**config.mk**
```make
export PLATFORM = sky130hd
export DESIGN_NAME = micro_sequencer_mc
export DESIGN_NICKNAME = d
export VERILOG_FILES = /design/src/rtl/micro_sequencer_mc_pkg.sv /design/src/rtl/micro_sequencer_raster_div.sv /design/src/rtl/micro_sequencer_mc.sv
export SDC_FILE = /design/constraint.sdc
export NUM_CORES = 1
export LEC_CHECK = 0
export CAP_MARGIN = 20
export CORE_UTILIZATION = 52
export DETAILED_ROUTE_END_ITERATION = 10
export PLACE_DENSITY = 0.86
export SYNTH_ARGS = -nofsm -noshare
export SYNTH_HDL_FRONTEND = slang
export SYNTH_HIERARCHICAL = 1
export SYNTH_SLANG_ARGS = --single-unit
```
**constraint.sdc**
```tcl
create_clock -name S_AXI_ACLK -period 9.85 [get_ports S_AXI_ACLK]
set_input_delay 0.985 -clock S_AXI_ACLK [delete_from_list [all_inputs] [get_ports S_AXI_ACLK]]
set_output_delay 0.985 -clock S_AXI_ACLK [all_outputs]
set_load 0.1 [all_outputs]
```
**src/rtl/micro_sequencer_mc_pkg.sv**
```systemverilog
// Shared definitions for the multi-channel micro-sequencer: opcodes, FSM states and
// instruction field positions.
package micro_sequencer_mc_pkg;

  localparam logic [7:0] OpNop  = 8'h00;
  localparam logic [7:0] OpHalt = 8'h01;
  localparam logic [7:0] OpSetp = 8'h02;
  localparam logic [7:0] OpWait = 8'h03;
  localparam logic [7:0] OpLdr  = 8'h04;
  localparam logic [7:0] OpDjnz = 8'h05;
  localparam logic [7:0] OpTrig = 8'h06;
  localparam logic [7:0] OpIrq  = 8'h07;

  localparam int unsigned OpcodeMsb    = 63;
  localparam int unsigned IdxMsb       = 55;
  localparam int unsigned ImmMsb       = 47;
  localparam int unsigned WaitCntWidth = 40;
  localparam int unsigned LoopWidth    = 32;

  typedef enum logic [2:0] {
    StIdle,
    StFetch,
    StLatch,
    StExec,
    StWaitRaster,
    StWaitTrig,
    StHalted,
    StError
  } state_e;

endpackage

```
**src/rtl/micro_sequencer_raster_div.sv**
```systemverilog
// Raster clock divider: free-running counter producing a one-cycle tick on the last count
// of each period.
module micro_sequencer_raster_div #(
  parameter int unsigned PERIOD = 1250
) (
  input  logic clk,
  input  logic rst,
  input  logic clear,
  input  logic enable,
  output logic tick
);

  localparam int unsigned CntW = $clog2(PERIOD);

  logic [CntW-1:0] cnt_q, cnt_d;

  assign tick = enable && (cnt_q == CntW'(PERIOD - 1));

  always_comb begin
    cnt_d = cnt_q;
    if (clear) begin
      cnt_d = '0;
    end else if (enable) begin
      cnt_d = tick ? '0 : cnt_q + CntW'(1);
    end
  end

  always_ff @(posedge clk or posedge rst) begin
    if (rst) begin
      cnt_q <= '0;
    end else begin
      cnt_q <= cnt_d;
    end
  end

endmodule

```
**src/rtl/micro_sequencer_mc.sv**
```systemverilog
// Multi-channel micro-sequencer: fetches 64-bit instructions from BRAM and drives pulse words,
// with loop counters, raster waits, trigger waits and an error state.
module micro_sequencer_mc
  import micro_sequencer_mc_pkg::*;
#(
  parameter int unsigned BRAM_DATA_WIDTH        = 64,
  parameter int unsigned BRAM_ADDR_WIDTH        = 10,
  parameter int unsigned NUM_CHANNELS           = 4,
  parameter int unsigned PULSE_WIDTH            = 16,
  parameter int unsigned NUM_LOOP_REGS          = 4,
  parameter int unsigned MS_RASTER_CLOCK_PERIOD = 1250
) (
  input  logic                                S_AXI_ACLK,
  input  logic                                S_AXI_ARESET,
  input  logic                                start,
  input  logic                                abort,
  output logic [BRAM_ADDR_WIDTH-1:0]          bram_porta_addr,
  output logic                                bram_porta_en,
  input  logic [BRAM_DATA_WIDTH-1:0]          bram_porta_rddata,
  input  logic                                external_trigger,
  output logic [NUM_CHANNELS*PULSE_WIDTH-1:0] pulse,
  output logic [3:0]                          ps_interrupts,
  output logic                                raster_tick,
  output logic [BRAM_ADDR_WIDTH-1:0]          pc,
  output logic                                sequencer_active,
  output logic                                halted,
  output logic                                error
);

  state_e state_q, state_d;

  logic [BRAM_ADDR_WIDTH-1:0]                  pc_q, pc_d, pc_inc;
  logic [BRAM_DATA_WIDTH-1:0]                  ir_q, ir_d;
  logic [NUM_CHANNELS-1:0][PULSE_WIDTH-1:0]    pulse_q, pulse_d;
  logic [NUM_LOOP_REGS-1:0][LoopWidth-1:0]     loop_q, loop_d;
  logic [WaitCntWidth-1:0]                     wait_q, wait_d;
  logic [3:0]                                  irq_q, irq_d;
  logic                                        armed_q;
  logic [2:0]                                  trig_sync_q;
  logic                                        trig_rise_q;
  logic                                        div_clear, fault, ch_ok, reg_ok;
  logic [7:0]                                  opcode, idx;
  logic [ImmMsb:0]                             imm;
  logic [LoopWidth-1:0]                        loop_sel, loop_dec;
  logic                                        unused_imm_hi;

  assign opcode        = ir_q[OpcodeMsb -: 8];
  assign idx           = ir_q[IdxMsb -: 8];
  assign imm           = ir_q[ImmMsb:0];
  assign unused_imm_hi = ^imm[ImmMsb:WaitCntWidth];
  assign ch_ok         = 32'(idx) < NUM_CHANNELS;
  assign reg_ok        = 32'(idx) < NUM_LOOP_REGS;
  assign pc_inc        = pc_q + BRAM_ADDR_WIDTH'(1);

  assign sequencer_active = !(state_q inside {StIdle, StHalted, StError});
  assign halted           = state_q == StHalted;
  assign error            = state_q == StError;
  assign bram_porta_en    = state_q == StFetch;
  assign bram_porta_addr  = pc_q;
  assign pc               = pc_q;
  assign pulse            = pulse_q;
  assign ps_interrupts    = irq_q;

  micro_sequencer_raster_div #(
    .PERIOD (MS_RASTER_CLOCK_PERIOD)
  ) u_raster_div (
    .clk    (S_AXI_ACLK),
    .rst    (S_AXI_ARESET),
    .clear  (div_clear),
    .enable (sequencer_active),
    .tick   (raster_tick)
  );

  always_comb begin
    loop_sel = '0;
    for (int unsigned r = 0; r < NUM_LOOP_REGS; r++) begin
      if (32'(idx) == r) loop_sel = loop_q[r];
    end
  end
  assign loop_dec = loop_sel - LoopWidth'(1);

  always_comb begin
    state_d   = state_q;
    pc_d      = pc_q;
    ir_d      = ir_q;
    pulse_d   = pulse_q;
    loop_d    = loop_q;
    wait_d    = wait_q;
    irq_d     = '0;
    div_clear = 1'b0;
    fault     = 1'b0;
    if (abort) begin
      state_d = StIdle;
    end else begin
      case (state_q)
        StIdle, StHalted, StError: begin
          // armed_q masks a start arriving with the first edge after reset release
          if (start && armed_q) begin
            state_d   = StFetch;
            pc_d      = '0;
            div_clear = 1'b1;
          end
        end
        StFetch: state_d = StLatch;
        StLatch: begin
          ir_d    = bram_porta_rddata;
          state_d = StExec;
        end
        StExec: begin
          state_d = StFetch;
          pc_d    = pc_inc;
          case (opcode)
            OpNop: ;
            OpHalt: begin
              state_d = StHalted;
              pc_d    = pc_q;
            end
            OpSetp: begin
              fault = !ch_ok;
              for (int unsigned c = 0; c < NUM_CHANNELS; c++) begin
                if (32'(idx) == c) pulse_d[c] = imm[PULSE_WIDTH-1:0];
              end
            end
            OpWait: begin
              if (imm[WaitCntWidth-1:0] != '0) begin
                wait_d  = imm[WaitCntWidth-1:0];
                state_d = StWaitRaster;
                pc_d    = pc_q;
              end
            end
            OpLdr: begin
              fault = !reg_ok;
              for (int unsigned r = 0; r < NUM_LOOP_REGS; r++) begin
                if (32'(idx) == r) loop_d[r] = imm[LoopWidth-1:0];
              end
            end
            OpDjnz: begin
              fault = !reg_ok;
              for (int unsigned r = 0; r < NUM_LOOP_REGS; r++) begin
                if (32'(idx) == r) loop_d[r] = loop_dec;
              end
              if (loop_dec != '0) pc_d = imm[BRAM_ADDR_WIDTH-1:0];
            end
            OpTrig: begin
              state_d = StWaitTrig;
              pc_d    = pc_q;
            end
            OpIrq: irq_d = idx[3:0];
            default: fault = 1'b1;
          endcase
          // Bad index leaves pulse/loop state untouched since the writes above are gated
          if (fault) begin
            state_d = StError;
            pc_d    = pc_q;
            pulse_d = pulse_q;
            loop_d  = loop_q;
          end
        end
        StWaitRaster: begin
          if (raster_tick) begin
            wait_d = wait_q - WaitCntWidth'(1);
            if (wait_q == WaitCntWidth'(1)) begin
              state_d = StFetch;
              pc_d    = pc_inc;
            end
          end
        end
        StWaitTrig: begin
          if (trig_rise_q) begin
            state_d = StFetch;
            pc_d    = pc_inc;
          end
        end
        default: state_d = StIdle;
      endcase
    end
  end

  always_ff @(posedge S_AXI_ACLK or posedge S_AXI_ARESET) begin
    if (S_AXI_ARESET) begin
      state_q <= StIdle;
    end else begin
      state_q <= state_d;
    end
  end

  always_ff @(posedge S_AXI_ACLK or posedge S_AXI_ARESET) begin
    if (S_AXI_ARESET) begin
      pc_q        <= '0;
      ir_q        <= '0;
      pulse_q     <= '0;
      loop_q      <= '0;
      wait_q      <= '0;
      irq_q       <= '0;
      armed_q     <= 1'b0;
      trig_sync_q <= '0;
      trig_rise_q <= 1'b0;
    end else begin
      pc_q        <= pc_d;
      ir_q        <= ir_d;
      pulse_q     <= pulse_d;
      loop_q      <= loop_d;
      wait_q      <= wait_d;
      irq_q       <= irq_d;
      armed_q     <= 1'b1;
      trig_sync_q <= {trig_sync_q[1:0], external_trigger};
      trig_rise_q <= trig_sync_q[1] & ~trig_sync_q[2];
    end
  end

endmodule
```
Yosys cells after proc, flatten, opt, wreduce, memory -nomap -nowiden

Cells that the tools add are included.
Widths: inputs -> output; s select.

Bits in registers: 329
Input bits: 69
Output and inout bits: 93
Word-level logic and storage cells: 143

Add/subtract/negate cells: 4
Order comparisons: 1
Eq/ne operators: 41
Multiplexer cells: 47
Bitwise gates (word level): 4
Reductions and logical operators: 29

Operators by type and width:

| cell                  | count |
|---|---|
| $mux 32               | 12 |
| $pmux 128 s2          | 1 |
| $mux 40               | 3 |
| $pmux 40 s2           | 1 |
| $mux 10               | 7 |
| $eq 40x1->1 const B   | 1 |
| $pmux 10 s4           | 1 |
| $reduce_bool 40->1    | 1 |
| $sub 40x1->40 const B | 1 |
| $mux 11               | 3 |
| $eq 8x2->1 const B    | 4 |
| $eq 8x3->1 const B    | 4 |
| $reduce_bool 32->1    | 1 |
| $sub 32x1->32 const B | 1 |
| $ne 2x2->1 const B    | 15 |
| $pmux 10 s3           | 1 |
| $reduce_and 5->1      | 5 |
| $reduce_and 6->1      | 4 |
| $mux 3                | 7 |
| $pmux 3 s6            | 1 |
| $eq 8x1->1 const B    | 2 |
| $logic_not 8->1       | 2 |
| $eq 3x3->1 const B    | 4 |
| $mux 4                | 3 |
| 26 further kinds      | 41 |

Longest topological paths before layout

Gate-level depths: netlist (run 1).

Depth in word-level cells: 11
Gate-level depth with buffers: 21
Depth with buffers taken out: 14

Hierarchy

Netlist (run 1), hierarchy kept.

By module, submodules not included:

| module                     | times used | cells each | area an instance (um^2) | seq. area each (um^2) |
|---|---|---|---|---|
| micro_sequencer_mc         | 1          | 1511       | 15489.9                 | 7757.4 |
| micro_sequencer_raster_div | 1          | 71         | 654.4                   | 275.3 |

Worst setup path after synthesis (run 1)

No wires, ideal clock.

Path type: reg-to-reg
Start: reg state_q[2]
End: reg pc_q[5] (netlist: bram_porta_addr[5])
Setup time: 131 ps
Arrival: 8038 ps
Data required time: 9719 ps
Setup slack: 1681 ps
Cell stages (with the launch flop): 17
Path buffers: 3
Period minus slack after synthesis: 8169 ps
Path through: dfrtp_1 > clkbuf_1 > nor3_1 > a21oi_1 > buf_4 > nand4_1 > nor4b_1 > nand4b_1 > nor2_1 > nand4_1 > a21o_1 > a31o_2 > nor4_1 > clkbuf_1 > o21ai_0 > nand2_1 > o211ai_2

Word-level cells in the longest chain between the ends: 6
Elaborated cells on any way between the ends: 20
Those cells by class: eq/ne: 12; mux: 1; reduce/logical: 7

Ends and longest elaborated chain:

| element                                       | RTL line                         | text |
|---|---|---|
| start, declared                               | micro_sequencer_mc.sv:30         | `state_e state_q, state_d;` |
| start signal, assigned                        | micro_sequencer_mc.sv:181        | `state_q <= StIdle;` |
| start signal, assigned                        | micro_sequencer_mc.sv:183        | `state_q <= state_d;` |
| $eq 3x3->1 or $logic_not 3->1 (tied branches) | micro_sequencer_mc.sv:55         | `assign sequencer_active = !(state_q inside {StIdle, StHalted, StError});` |
| $reduce_bool 3->1 (*)                         | micro_sequencer_mc.sv:55         |  |
| $logic_not 1->1 (*)                           | micro_sequencer_mc.sv:55         |  |
| named net sequencer_active                    | micro_sequencer_mc.sv:25         | `output logic sequencer_active,` |
| $logic_and 1x1->1 (*)                         | micro_sequencer_raster_div.sv:17 | `assign tick = enable && (cnt_q == CntW'(PERIOD - 1));` |
| named net raster_tick                         | micro_sequencer_mc.sv:23         | `output logic raster_tick,` |
| $ne 2x1->1 (no line) (*)                      | --                               |  |
| $reduce_and 9->1 (no line) (*)                | --                               |  |
| end signal, assigned                          | micro_sequencer_mc.sv:199        | `pc_q <= pc_d;` |
| end, declared                                 | micro_sequencer_mc.sv:32         | `logic [BRAM_ADDR_WIDTH-1:0] pc_q, pc_d, pc_inc;` |

The timed path passes the listed nets; every way through them passes the cells marked *.
A chain may end at the register's enable or synchronous reset.

Worst setup path in the final report (run 1)

Start: reg ir_q[48]
End: reg pc_q[9] (netlist: bram_porta_addr[9])

Word-level cells in the longest chain between the ends: 11
Elaborated cells on any way between the ends: 21
Those cells by class: add/sub: 1; order compare: 1; eq/ne: 4; mux: 11; reduce/logical: 4

Ends and longest elaborated chain:

| element                | RTL line                  | text |
|---|---|---|
| start, declared        | micro_sequencer_mc.sv:33  | `logic [BRAM_DATA_WIDTH-1:0] ir_q, ir_d;` |
| start signal, assigned | micro_sequencer_mc.sv:200 | `ir_q <= ir_d;` |
| $logic_not 8->1        | micro_sequencer_mc.sv:77  | `if (32'(idx) == r) loop_sel = loop_q[r];` |
| $mux 32 (4 in a row)   | micro_sequencer_mc.sv:77  |  |
| $sub 32x1->32          | micro_sequencer_mc.sv:80  | `assign loop_dec = loop_sel - LoopWidth'(1);` |
| $reduce_bool 32->1     | micro_sequencer_mc.sv:142 | `if (loop_dec != '0) pc_d = imm[BRAM_ADDR_WIDTH-1:0];` |
| $mux 10                | micro_sequencer_mc.sv:142 |  |
| $pmux 10 s3            | micro_sequencer_mc.sv:112 | `case (opcode)` |
| $mux 10                | micro_sequencer_mc.sv:152 | `if (fault) begin` |
| $pmux 10 s4            | micro_sequencer_mc.sv:95  | `case (state_q)` |

Parallel ways exist; a longest one is shown, timed or not. The select of a mux whose other input is x is not followed.

==> impl_metrics.tcl, run 1 <==
set metrics [dict create \
    stdcell_count 2095 \
    dp_cells 2032 \
    p_comb_frac 0.241 \
    power_density_nw_per_um2 213 \
    postRouteAntennaNets 0 \
    initial_core_util 0.528 \
    antenna_found_initial 1 \
    setup_viol 0 \
    port_buffers 153 \
    worst_slew_pin_slew_ps 1150 \
    hold_viol 0 \
    drtIter0Drc 1204 \
    regArea_um2 8030 \
    grt_pass1_wl_um 69300 \
    yosysTopAreaCellShare 0.498 \
    grtUsageTotal 0.279 \
    grt_max_degree 203 \
    p_leak_nw 8.33 \
    fmax_mhz 182 \
    p_sw_frac 0.361 \
    num_vias 13200 \
    maxSlewViolCount 0 \
    period_needed_ps 5490 \
    core_area_um2 30600 \
    final_layout_size_suffix_gt1_frac 0.165 \
    wl_per_cell_um 20.8 \
    p_int_mw 2.59 \
    cts_hold_buf 0 \
    cp.required_ps 10250 \
    vdd_drop_max_uv 132 \
    wirelength_um 43700 \
    detail_route.vias_per_cell 6.28 \
    start_kind "register" \
    place_congestion 0.905 \
    die_w_um 178 \
    dpl.hpwl_um 28300 \
    rows 64 \
    slew_headroom 0.235 \
    synthTopCellsByArea "dfrtp_1, mux2_2, nand2_1" \
    status "finished clean" \
    clk_latency_ps 520 \
    cts_sinks 321 \
    hold_path.class "register to register" \
    io_pins 162 \
    async_reset_ff_frac 1.00 \
    cts_resized 0 \
    post_cts_buffers 0 \
    rsz0062_at_grt "false" \
    synthToLayoutAreaGrowth_pct 17.4 \
    yosysSeqAreaShare 0.498 \
    synth_cells 1582 \
    multi_input_area_um2 7520 \
    cts_buffer_depth 3 \
    synth-seq-cells 321 \
    synth_cell_types 78 \
    cts_tree "built" \
    cp-end-kind "register" \
    htree_levels 2 \
    post-synth-top-area-cell "dfrtp_1" \
    avgSynthCellArea_um2 10.2 \
    tns_ps 0 \
    pwr-share-seq 0.439 \
    drc_errors 0 \
    maxCapViolCount 0 \
    nNetsFinal 1750 \
    netSwitchingPower_mw 1.46 \
    dpl_worst_slack_ps 4500 \
    worstPathArrival_ps 5890 \
    drt_pass1_iterations 5 \
    ys_warn_count 6 \
    postSynthNetCount 1658 \
    overflow 0 \
    path_class "register to register" \
    fin_worst_skew_ps 19.0 \
    die-area_um2 31800 \
    cts-root-buf "clkbuf_16" \
    grt_pass1_vias 13000 \
    clkPwrFrac 0.319 \
    synth-edff-count 0 \
    syn_area_um2 16100 \
    post-route-period-util 0.557 \
    cts_buffers 35 \
    die_y_um 178 \
    worstPathMaxFanout 42 \
    cts.reportedPaths.clkPinSlew_ps 60 \
    dominantRegCellSynth "dfrtp_1" \
    nFillCells 2322 \
    setup_slack_ps 4360 \
]
-- per-stage QoR --
step | cell area, um^2 | hold slack (ps) | util | total power, mW
floorplan | 16100 | 331 | - | 2.40
global placement | 17800 | 338 | 0.582 | 2.70
CTS | 18900 | 375 | 0.619 | 4.04
detailed placement | 17800 | 340 | 0.582 | 2.74
finish | 19000 | 363 | 0.620 | 4.05
global route | 19000 | 386 | 0.620 | 4.20
-- final cells by class --
cell class	count	share of cell area
timing repair buffer	169	0.0882
antenna	1	0.000132
clock buffer	52	0.0554
tap	396	0.0261
inverter	23	0.00495
multi-input combinational	1124	0.397
sequential	321	0.424
clock inverter	9	0.00469
-- synthesized netlist by cell type, drive strengths merged, types with 7 or more instances --
master / n
nand2b: 12
xnor2: 15
nand4: 19
o21ai: 170
mux2i: 14
nand3: 32
dfrtp: 321
inv: 23
and2: 8
buf: 30
a21oi: 98
clkbuf: 84
a22oi: 10
or2: 14
nor2: 90
nor4: 37
a31oi: 8
o22ai: 8
and3: 11
mux4: 33
or3: 10
nand2: 228
ha: 7
xor2: 13
nor3: 46
o211ai: 8
or4: 7
mux2: 142
-- registers in the layout, indices dropped and copies added (netlist names), 3 cells and up --
register,cells
loop_q,128
pulse,64
ir_q,56
wait_q,40
u_raster_div/cnt_q,11
bram_porta_addr,10
ps_interrupts,4
state_q,3
trig_sync_q,3
-- layout by cell type, fill, tap and decap left out, drive strengths merged, types with 8 or more instances in the layout --
| cell | instances |
|---|---|
| inv | 25 |
| xor2 | 13 |
| nand2b | 12 |
| o22ai | 8 |
| xnor2 | 15 |
| o21ai | 170 |
| dfrtp | 321 |
| nand2 | 228 |
| clkdlybuf4s50 | 153 |
| nor4 | 37 |
| nand4 | 19 |
| or3 | 10 |
| mux2 | 142 |
| and3 | 11 |
| nand3 | 32 |
| nor2 | 90 |
| o211ai | 8 |
| and2 | 8 |
| a21oi | 98 |
| a31oi | 8 |
| a22oi | 10 |
| mux4 | 33 |
| or2 | 14 |
| mux2i | 14 |
| clkbuf | 52 |
| nor3 | 46 |
| buf | 16 |
-- power groups by stage --
| stage | Sequential (mW) | Clock [mW] | Combinational [mW] |
|---|---|---|---|
| finish | 1.78 | 1.29 | 0.977 |
| detailed placement | 1.78 | 0 | 0.958 |
| floorplan | 1.67 | 0 | 0.730 |
| global route | 1.79 | 1.36 | 1.05 |
| CTS | 1.76 | 1.31 | 0.972 |
| global placement | 1.77 | 0 | 0.929 |
-- critical path, cell delays in order (launching register included) --
cell and delay [ps]:
dfrtp_2 360, buf_4 600, mux4_2 630, nand2_1 120, ha_1 660, inv_1 410, or4_1 600, nor3_1 140
o21ai_0 140, or3_1 330, nor4_1 270, nor4b_2 300, a21o_4 320, nor2_1 70, a311o_1 370
-- metal layers --
layer  track usage  wire length (um)
met1         0.353             17100
met2         0.470             21700
met3        0.0441              2890
met4         0.129              1940
met5             0                 0
-- logic make-up after synthesis --
kind of cell | synth area share
adder cells (fa/ha/maj) | 0.00542
XOR/XNOR | 0.0152
AO/OA/AOI/OAI | 0.129
other | 0.000232
flip-flops | 0.498
buffers and inverters | 0.0386
multiplexers | 0.154
AND/OR/NAND/NOR | 0.160
-- worst paths after layout --
check	from	endpoint	slack [ps]	cells past startpoint
hold / removal	trig_sync_q[0]	trig_sync_q[1]	360	0
min in group asynchronous	S_AXI_ARESET	u_raster_div/cnt_q[0]	970	2
setup / recovery	ir_q[48]	bram_porta_addr[9]	4360	14
max in group asynchronous	S_AXI_ARESET	ir_q[48]	7130	3
hold reg to reg	trig_sync_q[0]	trig_sync_q[1]	360	0
setup reg to reg	ir_q[48]	bram_porta_addr[9]	4360	14
No activity file was read; power rests on OpenSTA's default activity.
==> inputs of run 2 (changes only) <==
Settings changed: CORE_UTILIZATION 52 to 58, PLACE_DENSITY 0.86 to 0.9.
Clock period 9.85 ns to 5.1 ns, I/O delays scaled along.
==> run 2 against run 1 <==
Compared with the run above:
- critical path depth stayed put
- total power is 91% higher
- utilization is 8.0 points higher
- final area hardly changed
- largest cell class unchanged
- hold slack worse by 11 ps
- routed wire length is 4.0% higher
- flip-flop and latch count stayed put
- cell count is 0.67% lower
==> impl_metrics.tcl, run 2 (synthesized netlist as in run 1, its figures left out) <==
set metrics [dict create \
    setup_viol 0 \
    status "finished clean" \
    period_needed_ps 4840 \
    dpl.hpwl_um 29800 \
    m1WireLength_um 17400 \
    nFillCells 1834 \
    postRouteAntennaNets 0 \
    cp-end-kind "register" \
    port_buffers 153 \
    grt_max_degree 134 \
    final_common_cell "dfrtp_1" \
    die_w_um 169 \
    grt_pass1_wl_um 72100 \
    worst_slew_pin_slew_ps 1060 \
    die-area_um2 28500 \
    cts.reportedPaths.clkPinSlew_ps 60 \
    wl_met2_um 22200 \
    grt_pass1_vias 13200 \
    largest-register "loop_q" \
    maxSlewViolCount 0 \
    path_class "register to register" \
    clk_latency_ps 520 \
    fin_worst_skew_ps 19.1 \
    dp_cells 2024 \
    maxCapViolCount 0 \
    drc_errors 0 \
    final_layout_size_suffix_gt1_frac 0.172 \
    cts_sinks 321 \
    initial_core_util 0.596 \
    cts_buffers 35 \
    io_pins 162 \
    cts_resized 0 \
    tns_ps 0 \
    wl_per_cell_um 21.8 \
    wl_met3_um 3660 \
    detail_route.vias_per_cell 6.44 \
    dr.max_layer_used "met5" \
    cts_buffer_depth 3 \
    cts-root-buf "clkbuf_16" \
    wirelength_um 45400 \
    stdcell_count 2081 \
    cts_hold_buf 0 \
    post_cts_buffers 0 \
    drtIter0Drc 1402 \
    worstPathArrival_ps 5240 \
    rows 60 \
    overflow 0 \
    p_leak_nw 8.34 \
    fmax_mhz 207 \
    hold_slack_ps 353 \
    num_vias 13400 \
    hold_viol 0 \
    place_congestion 0.962 \
    final_cell_mix "dfrtp_1, nand2_1, o21ai_0" \
    power_density_nw_per_um2 407 \
    nNetsFinal 1766 \
    vdd_drop_max_uv 305 \
    slew_headroom 0.289 \
    drt_pass1_iterations 6 \
    utilization 0.700 \
    synthToLayoutAreaGrowth_pct 17.5 \
    die_y_um 169 \
    core_area_um2 27100 \
    start_kind "register" \
    htree_levels 2 \
    post-route-period-util 0.949 \
    cts_tree "built" \
    rsz0062_at_grt "false" \
    antenna_found_initial 2 \
    hold_path.class "register to register" \
    grtUsageTotal 0.323 \
    worstPathMaxFanout 16 \
    largest_reg_flops 128 \
    cp.required_ps 5500 \
]
==> run 2: final timing paths <==
check	start	depth (start not counted)	slack, ps	endpoint
max in group asynchronous	S_AXI_ARESET	3	3460	pulse[37]
worst min-delay path	trig_sync_q[0]	0	350	trig_sync_q[1]
worst max-delay path	ir_q[48]	14	260	bram_porta_addr[9]
worst min register to register	trig_sync_q[0]	0	350	trig_sync_q[1]
min in group asynchronous	S_AXI_ARESET	2	380	u_raster_div/cnt_q[0]
worst max register to register	ir_q[48]	14	260	bram_porta_addr[9]
==> run 2: final cells by class <==
| class | instances | area (um^2) | share of cell area |
|---|---|---|---|
| sequential | 321 | 8030 | 0.424 |
| multi-input combinational | 1124 | 7550 | 0.398 |
| timing repair buffer | 185 | 1800 | 0.0949 |
| clock buffer | 48 | 985 | 0.0519 |
| tap | 372 | 465 | 0.0245 |
| inverter | 23 | 90.1 | 0.00475 |
| clock inverter | 7 | 41.3 | 0.00218 |
| antenna | 1 | 2.50 | 0.000132 |
==> run 2: metal layers <==
metal / vias up / track usage
li1: 5911 / -
met1: 6635 / 0.421
met2: 704 / 0.534
met3: 155 / 0.0542
met4: 2 / 0.147
met5: - / 0
==> run 2: worst max-delay path, cell delays in order (launching register included) <==
cell	delay (ps)
dfrtp_2	660
buf_4	290
mux4_2	570
nand2_1	120
ha_1	170
inv_1	190
or4_1	570
nor3_1	230
o21ai_0	180
or3_1	340
nor4_1	300
nor4b_2	330
a21o_4	330
nor2_1	70
a311o_1	360
==> run 2: power by group <==
part           total [mW]  switching, mW  internal (mW)  leakage (nW)
Sequential           3.48          0.649           2.83          4.28
Combinational        1.89           1.18          0.710          3.56
Clock                2.34           1.00           1.34         0.507
Total                7.72           2.84           4.88          8.34
==> run 2: metrics by stage <==
step | total power [mW] | setup slack [ps] | area, um^2
after detailed placement | 5.34 | 518 | 17900
after global placement | 5.25 | 597 | 17900
after global routing | 8.00 | 146 | 19000
after CTS | 7.69 | 384 | 19000
after floorplan | 4.65 | 40.6 | 16200
final | 7.72 | 260 | 19000
